File: src/rtl/mem_lane_array.sv
// rtl/mem_lane_array.sv - lane-sliced simple dual-port word memory with init sweep
//
// Purpose: one write port and one registered read port over DEPTH = 2**ADDR_W
// words of NUM_LANES lanes x LANE_W bits. After reset, or on a clr pulse, a
// hardware sweep writes INIT_VAL into every lane of every word; all accesses
// are refused while the sweep runs.
//
// Ports:
//   clk, rst            clock (rising edge), asynchronous active-high reset
//   clr                 single-cycle request to re-run the init sweep
//   init_busy           high while the sweep runs
//   wr_en/wr_addr/wr_be/wr_data/wr_ready   write port with per-lane enables
//   rd_en/rd_addr/rd_ready                 read request
//   rd_valid/rd_data                       one-cycle strobe, registered data
//
// Build option: define MEM_LANE_WR_FWD_EN for write-first behaviour on a
// same-cycle read and write to one address; default is read-first.

module mem_lane_array #(
    parameter int                ADDR_W    = 6,
    parameter int                NUM_LANES = 4,
    parameter int                LANE_W    = 8,
    parameter logic [LANE_W-1:0] INIT_VAL  = '0
) (
    input  logic                          clk,
    input  logic                          rst,
    input  logic                          clr,
    output logic                          init_busy,
    input  logic                          wr_en,
    input  logic [ADDR_W-1:0]             wr_addr,
    input  logic [NUM_LANES-1:0]          wr_be,
    input  logic [NUM_LANES*LANE_W-1:0]   wr_data,
    output logic                          wr_ready,
    input  logic                          rd_en,
    input  logic [ADDR_W-1:0]             rd_addr,
    output logic                          rd_ready,
    output logic                          rd_valid,
    output logic [NUM_LANES*LANE_W-1:0]   rd_data
);

    localparam int W     = NUM_LANES * LANE_W;
    localparam int DEPTH = 2 ** ADDR_W;

    typedef enum logic {
        S_INIT = 1'b0,
        S_RUN  = 1'b1
    } state_t;

    state_t              state_q, state_d;
    logic [ADDR_W-1:0]   cnt_q, cnt_d;
    logic                init_busy_q, init_busy_d;
    logic                rd_valid_q, rd_valid_d;
    logic [W-1:0]        rd_data_q, rd_data_d;

    // Storage is deliberately not reset; the sweep initialises it.
    logic [W-1:0]        mem [DEPTH];

    logic                wr_fire;
    logic                rd_fire;
    logic [W-1:0]        rd_word;

    assign wr_fire = wr_en && !init_busy_q;
    assign rd_fire = rd_en && !init_busy_q;

    // Word presented to the read register this cycle.
    always_comb begin
        rd_word = mem[rd_addr];
`ifdef MEM_LANE_WR_FWD_EN
        // Write-first: lanes being written this cycle bypass the array.
        if (wr_fire && (wr_addr == rd_addr)) begin
            for (int i = 0; i < NUM_LANES; i++) begin
                if (wr_be[i]) begin
                    rd_word[i*LANE_W +: LANE_W] = wr_data[i*LANE_W +: LANE_W];
                end
            end
        end
`endif
    end

    always_comb begin
        state_d     = state_q;
        cnt_d       = cnt_q;
        init_busy_d = init_busy_q;
        rd_valid_d  = rd_fire;
        rd_data_d   = rd_fire ? rd_word : rd_data_q;

        case (state_q)
            S_INIT: begin
                if (clr) begin
                    // Restart the sweep from the first word.
                    cnt_d = '0;
                end else begin
                    cnt_d = cnt_q + 1'b1;
                    if (cnt_q == ADDR_W'(DEPTH - 1)) begin
                        state_d     = S_RUN;
                        init_busy_d = 1'b0;
                    end
                end
            end
            S_RUN: begin
                if (clr) begin
                    state_d     = S_INIT;
                    cnt_d       = '0;
                    init_busy_d = 1'b1;
                end
            end
            default: begin
                state_d     = S_INIT;
                cnt_d       = '0;
                init_busy_d = 1'b1;
            end
        endcase
    end

    always_ff @(posedge clk or posedge rst) begin
        if (rst) begin
            state_q     <= S_INIT;
            cnt_q       <= '0;
            init_busy_q <= 1'b1;
            rd_valid_q  <= 1'b0;
            rd_data_q   <= '0;
        end else begin
            state_q     <= state_d;
            cnt_q       <= cnt_d;
            init_busy_q <= init_busy_d;
            rd_valid_q  <= rd_valid_d;
            rd_data_q   <= rd_data_d;
        end
    end

    // Array write port: the sweep owns it while in INIT, the user otherwise.
    always_ff @(posedge clk) begin
        if (state_q == S_INIT) begin
            mem[cnt_q] <= {NUM_LANES{INIT_VAL}};
        end else if (wr_fire) begin
            for (int i = 0; i < NUM_LANES; i++) begin
                if (wr_be[i]) begin
                    mem[wr_addr][i*LANE_W +: LANE_W] <= wr_data[i*LANE_W +: LANE_W];
                end
            end
        end
    end

    assign init_busy = init_busy_q;
    assign wr_ready  = !init_busy_q;
    assign rd_ready  = !init_busy_q;
    assign rd_valid  = rd_valid_q;
    assign rd_data   = rd_data_q;

endmodule

File: config.mk
export PLATFORM = sky130hd
export DESIGN_NAME = mem_lane_array
export DESIGN_NICKNAME = d
export VERILOG_FILES = /design/src/rtl/mem_lane_array.sv
export SDC_FILE = /design/constraint.sdc
export NUM_CORES = 2
export LEC_CHECK = 0
export CAP_MARGIN = 20
export CORE_MARGIN = 4
export CORE_UTILIZATION = 60
export DETAILED_ROUTE_END_ITERATION = 8
export GPL_ROUTABILITY_DRIVEN = 0
export GPL_TIMING_DRIVEN = 0
export PLACE_DENSITY = 0.74
export SETUP_SLACK_MARGIN = 0.15
export SYNTH_ARGS = -nofsm -noshare
export SYNTH_HDL_FRONTEND = slang
export SYNTH_SLANG_ARGS = --single-unit
File: constraint.sdc
create_clock -name clk -period 6.3 [get_ports clk]
set_input_delay 0.945 -clock clk [delete_from_list [all_inputs] [get_ports clk]]
set_output_delay 0.945 -clock clk [all_outputs]
set_load 0.005 [all_outputs]
==> run_results.csv <==
group,metric,value,unit
setup_path,required,6.75,ns
setup_path,rr_worst_depth,8,
die,boundaryPins,89,
synth,post-synth-top-area-cell,"edfxtp_1",
synth,ys.flop_type,"edfxtp_1",
setup_path,path_class,"in -> reg",
status,status,"finished, final reports clean",
die,die_area,0.142,mm²
clock_tree,cts_resized,0,
synth,synth_async_sr_flop_share,0.0196,
timing,grt_setup_unrepaired,"no",
timing,worst_slew_pin_slew,1.19,ns
die,die_h,376,µm
timing,finalMaxSlewViolations,0,
global_routing,grt_pass1_wl,294,mm
timing,skew,0.0456,ns
clock_tree,htreeDepth,4,
synth,syn_area,0.0813,mm²
timing,max_freq,0.214,GHz
timing,hold_viol_final,0,
layout,area_growth,12.8,%
layout,finalNonFillerCells,6299,
setup_path,rrSetupSlack,1.75,ns
setup_path,crit_fanout,10,
global_routing,met2_usage,0.473,
setup_path,cp_data_arrival_time,5.13,ns
synth,synth_cells,4005,
setup_path,reg2reg_to,"mem[36][25]",
layout,fillerInstances,8291,
synth,yosysMostFrequentCell,"edfxtp_1",
clock_tree,numCtsBuffers,197,
die,num_rows,134,
clock_tree,cts_root_buffer,"clkbuf_16",
placement,hpwl,143,mm
setup_path,cpMaxStageDelayCell,"nor2b_1",
global_routing,grt_use_total,0.294,
setup_path,crit_chain,"clkdlybuf4s50_1, nor2b_1, and3_1, buf_6, mux2i_1, buf_2, or2_2, clkbuf_1, nor2_1",
setup_path,critical-path-max-stage-delay,0.88,ns
setup_path,r2r_start,"init_busy",
synth,syn_nets,4059,
global_routing,grtUsageMet3,0.0854,
global_routing,grt_max_degree,60,
timing,fin_hold_ws,0.480,ns
placement,dp.cells,5919,
setup_path,startpoint_type,"primary input",
routing,vias,41937,
synth,synth-edff-count,2048,
layout,drive_gt1_frac,0.215,
global_routing,overflow,0,
clock_tree,cts_buffer_depth,3,
synth,yosysSeqAreaShare,0.769,
timing,post-route-period-util,0.742,
setup_path,critPathCaptureType,"flop",
global_routing,busiest_layer,"met2",
synth,synth_top_area_frac,0.756,
power,vdd_drop_max,0.287,mV
clock_tree,cts_setup_buffers,0,
synth,yosysUniqueCellTypes,51,
placement,port_buffers,83,
global_routing,grt_pass1_vias,42062,
routing,drt-initial-drc-count,5843,
hold_path,hold_class,"in -> async",
synth,ys_ff_latch,2089,
global_routing,antenna_found_initial,11,
routing,routedWlPerCell,32.8,µm
timing,setup_violations,0,
timing,slew_headroom,0.210,
clock_tree,cts_sinks,2089,
timing,finalSetupTns,0,ns
routing,dr.pass1.iters,6,
synth,yosys_warnings,0,
synth,yosys-top-cells-count,"edfxtp_1 (2048), mux4_2 (384), mux2i_1 (294)",
timing,min_period,4.68,ns
die,core,0.134,mm²
power,leakagePower,33.3,nW
synth,syn_avg_cell_area,20.3,µm²
layout,final_nets,4409,
die,initial_core_util,0.606,
power,power_density,307,mW/mm²
clock_tree,clk_pin_slew_worst_paths,0.06,ns
clock_tree,insertion_delay,0.83,ns
die,die_w,376,µm
routing,viasPerCell,6.66,
clock_tree,cts_tree,"built",
clock_tree,cts.hold.buffers_added,0,
synth,yosys-top-cells-area,"edfxtp_1 (76%), mux4_2 (11%), mux2i_1 (3.6%)",
routing,drc_errors,0,
global_routing,gr-usage-met1,0.392,
routing,drtAntennaViolNets,0,
flow_run,drv_cap,0,
routing,wl,207,mm
-- per-layer routing --
| layer | up-vias | wire length, µm |
|---|---|---|
| met1 | 21789 | 74400 |
| met3 | 418 | 23800 |
| met5 | - | 70 |
| met2 | 2471 | 101000 |
| met4 | 6 | 7530 |
| li1 | 17253 | - |
-- worst max-delay path, delay by kind of cell --
kind,cells,cell delay (ns)
buf+inv,4,1.90
simple gates,4,1.84
mux,1,0.43
-- metrics by stage --
step	total power, W	util	worst slack (ns)	area, µm²
detailed placement	0.0169	0.637	1.12	85400
global route	0.0289	0.684	1.56	91700
global placement	0.0168	0.629	0.409	84400
CTS	0.0282	0.684	1.95	91700
floorplan	0.0162	-	2.85	81300
finish	0.0282	0.684	1.62	91800
-- power breakdown --
group          internal, W  leakage (nW)  total [W]  switching, W
sequential          0.0152          23.0     0.0153      0.000113
combinational     0.000522          7.25    0.00131      0.000784
clock              0.00654          3.07     0.0116       0.00503
total               0.0222          33.3     0.0282       0.00592
-- placed cells by master (no fill, tap or decap), types with 34 or more instances in the layout --
cell / count
nand3_1: 68
clkbuf_16: 203
nor3_2: 41
nor2_1: 198
buf_2: 109
a22oi_1: 160
buf_4: 34
clkdlybuf4s50_1: 83
mux2i_1: 294
a211oi_1: 62
clkbuf_1: 184
nor2b_1: 37
edfxtp_1: 2048
dfrtp_1: 40
nand2_1: 53
mux4_2: 384
clkinv_1: 38
clkinv_2: 39
o22ai_1: 64
-- sequential cells by signal, summed over array words and instances, names as in the netlist --
name       cells
init_busy      1
state_q        1
rd_valid       1
mem         2048
rd_data       32
cnt_q          6
-- layout make-up --
type                    instances  area, µm²  area share
multi-input cells            1639      17600       0.192
well taps                    1768       2210      0.0241
plain buffers                 274       1360      0.0148
flip-flops and latches       2089      62500       0.681
inverters                       3       11.3    0.000123
diodes                          5       12.5    0.000136
repair buffers                151       1790      0.0195
clock buffers                 265       5360      0.0584
clock inverters               105        905     0.00986
-- cell families after synthesis --
logic type | synth area share
flip-flops | 0.769
multiplexers | 0.144
AND/OR/NAND/NOR | 0.0373
AO/OA/AOI/OAI | 0.0323
buffers and inverters | 0.0168
XOR/XNOR | 0.000538
adder cells (fa/ha/maj) | 0.000154
-- worst max path at each step --
stage                  start     endpoint  slack, ns  depth (start not counted)
finish                 wr_en  mem[36][25]       1.62                          9
global route           wr_en  mem[36][25]       1.56                          9
CTS                    wr_en  mem[36][25]       1.95                          9
detailed placement     wr_en  mem[36][29]       1.12                          9
global placement       wr_en  mem[28][10]       0.41                          8
floorplan           wr_be[0]   mem[15][0]       2.85                          8
Note: power is estimated with default switching activity, not from simulation.
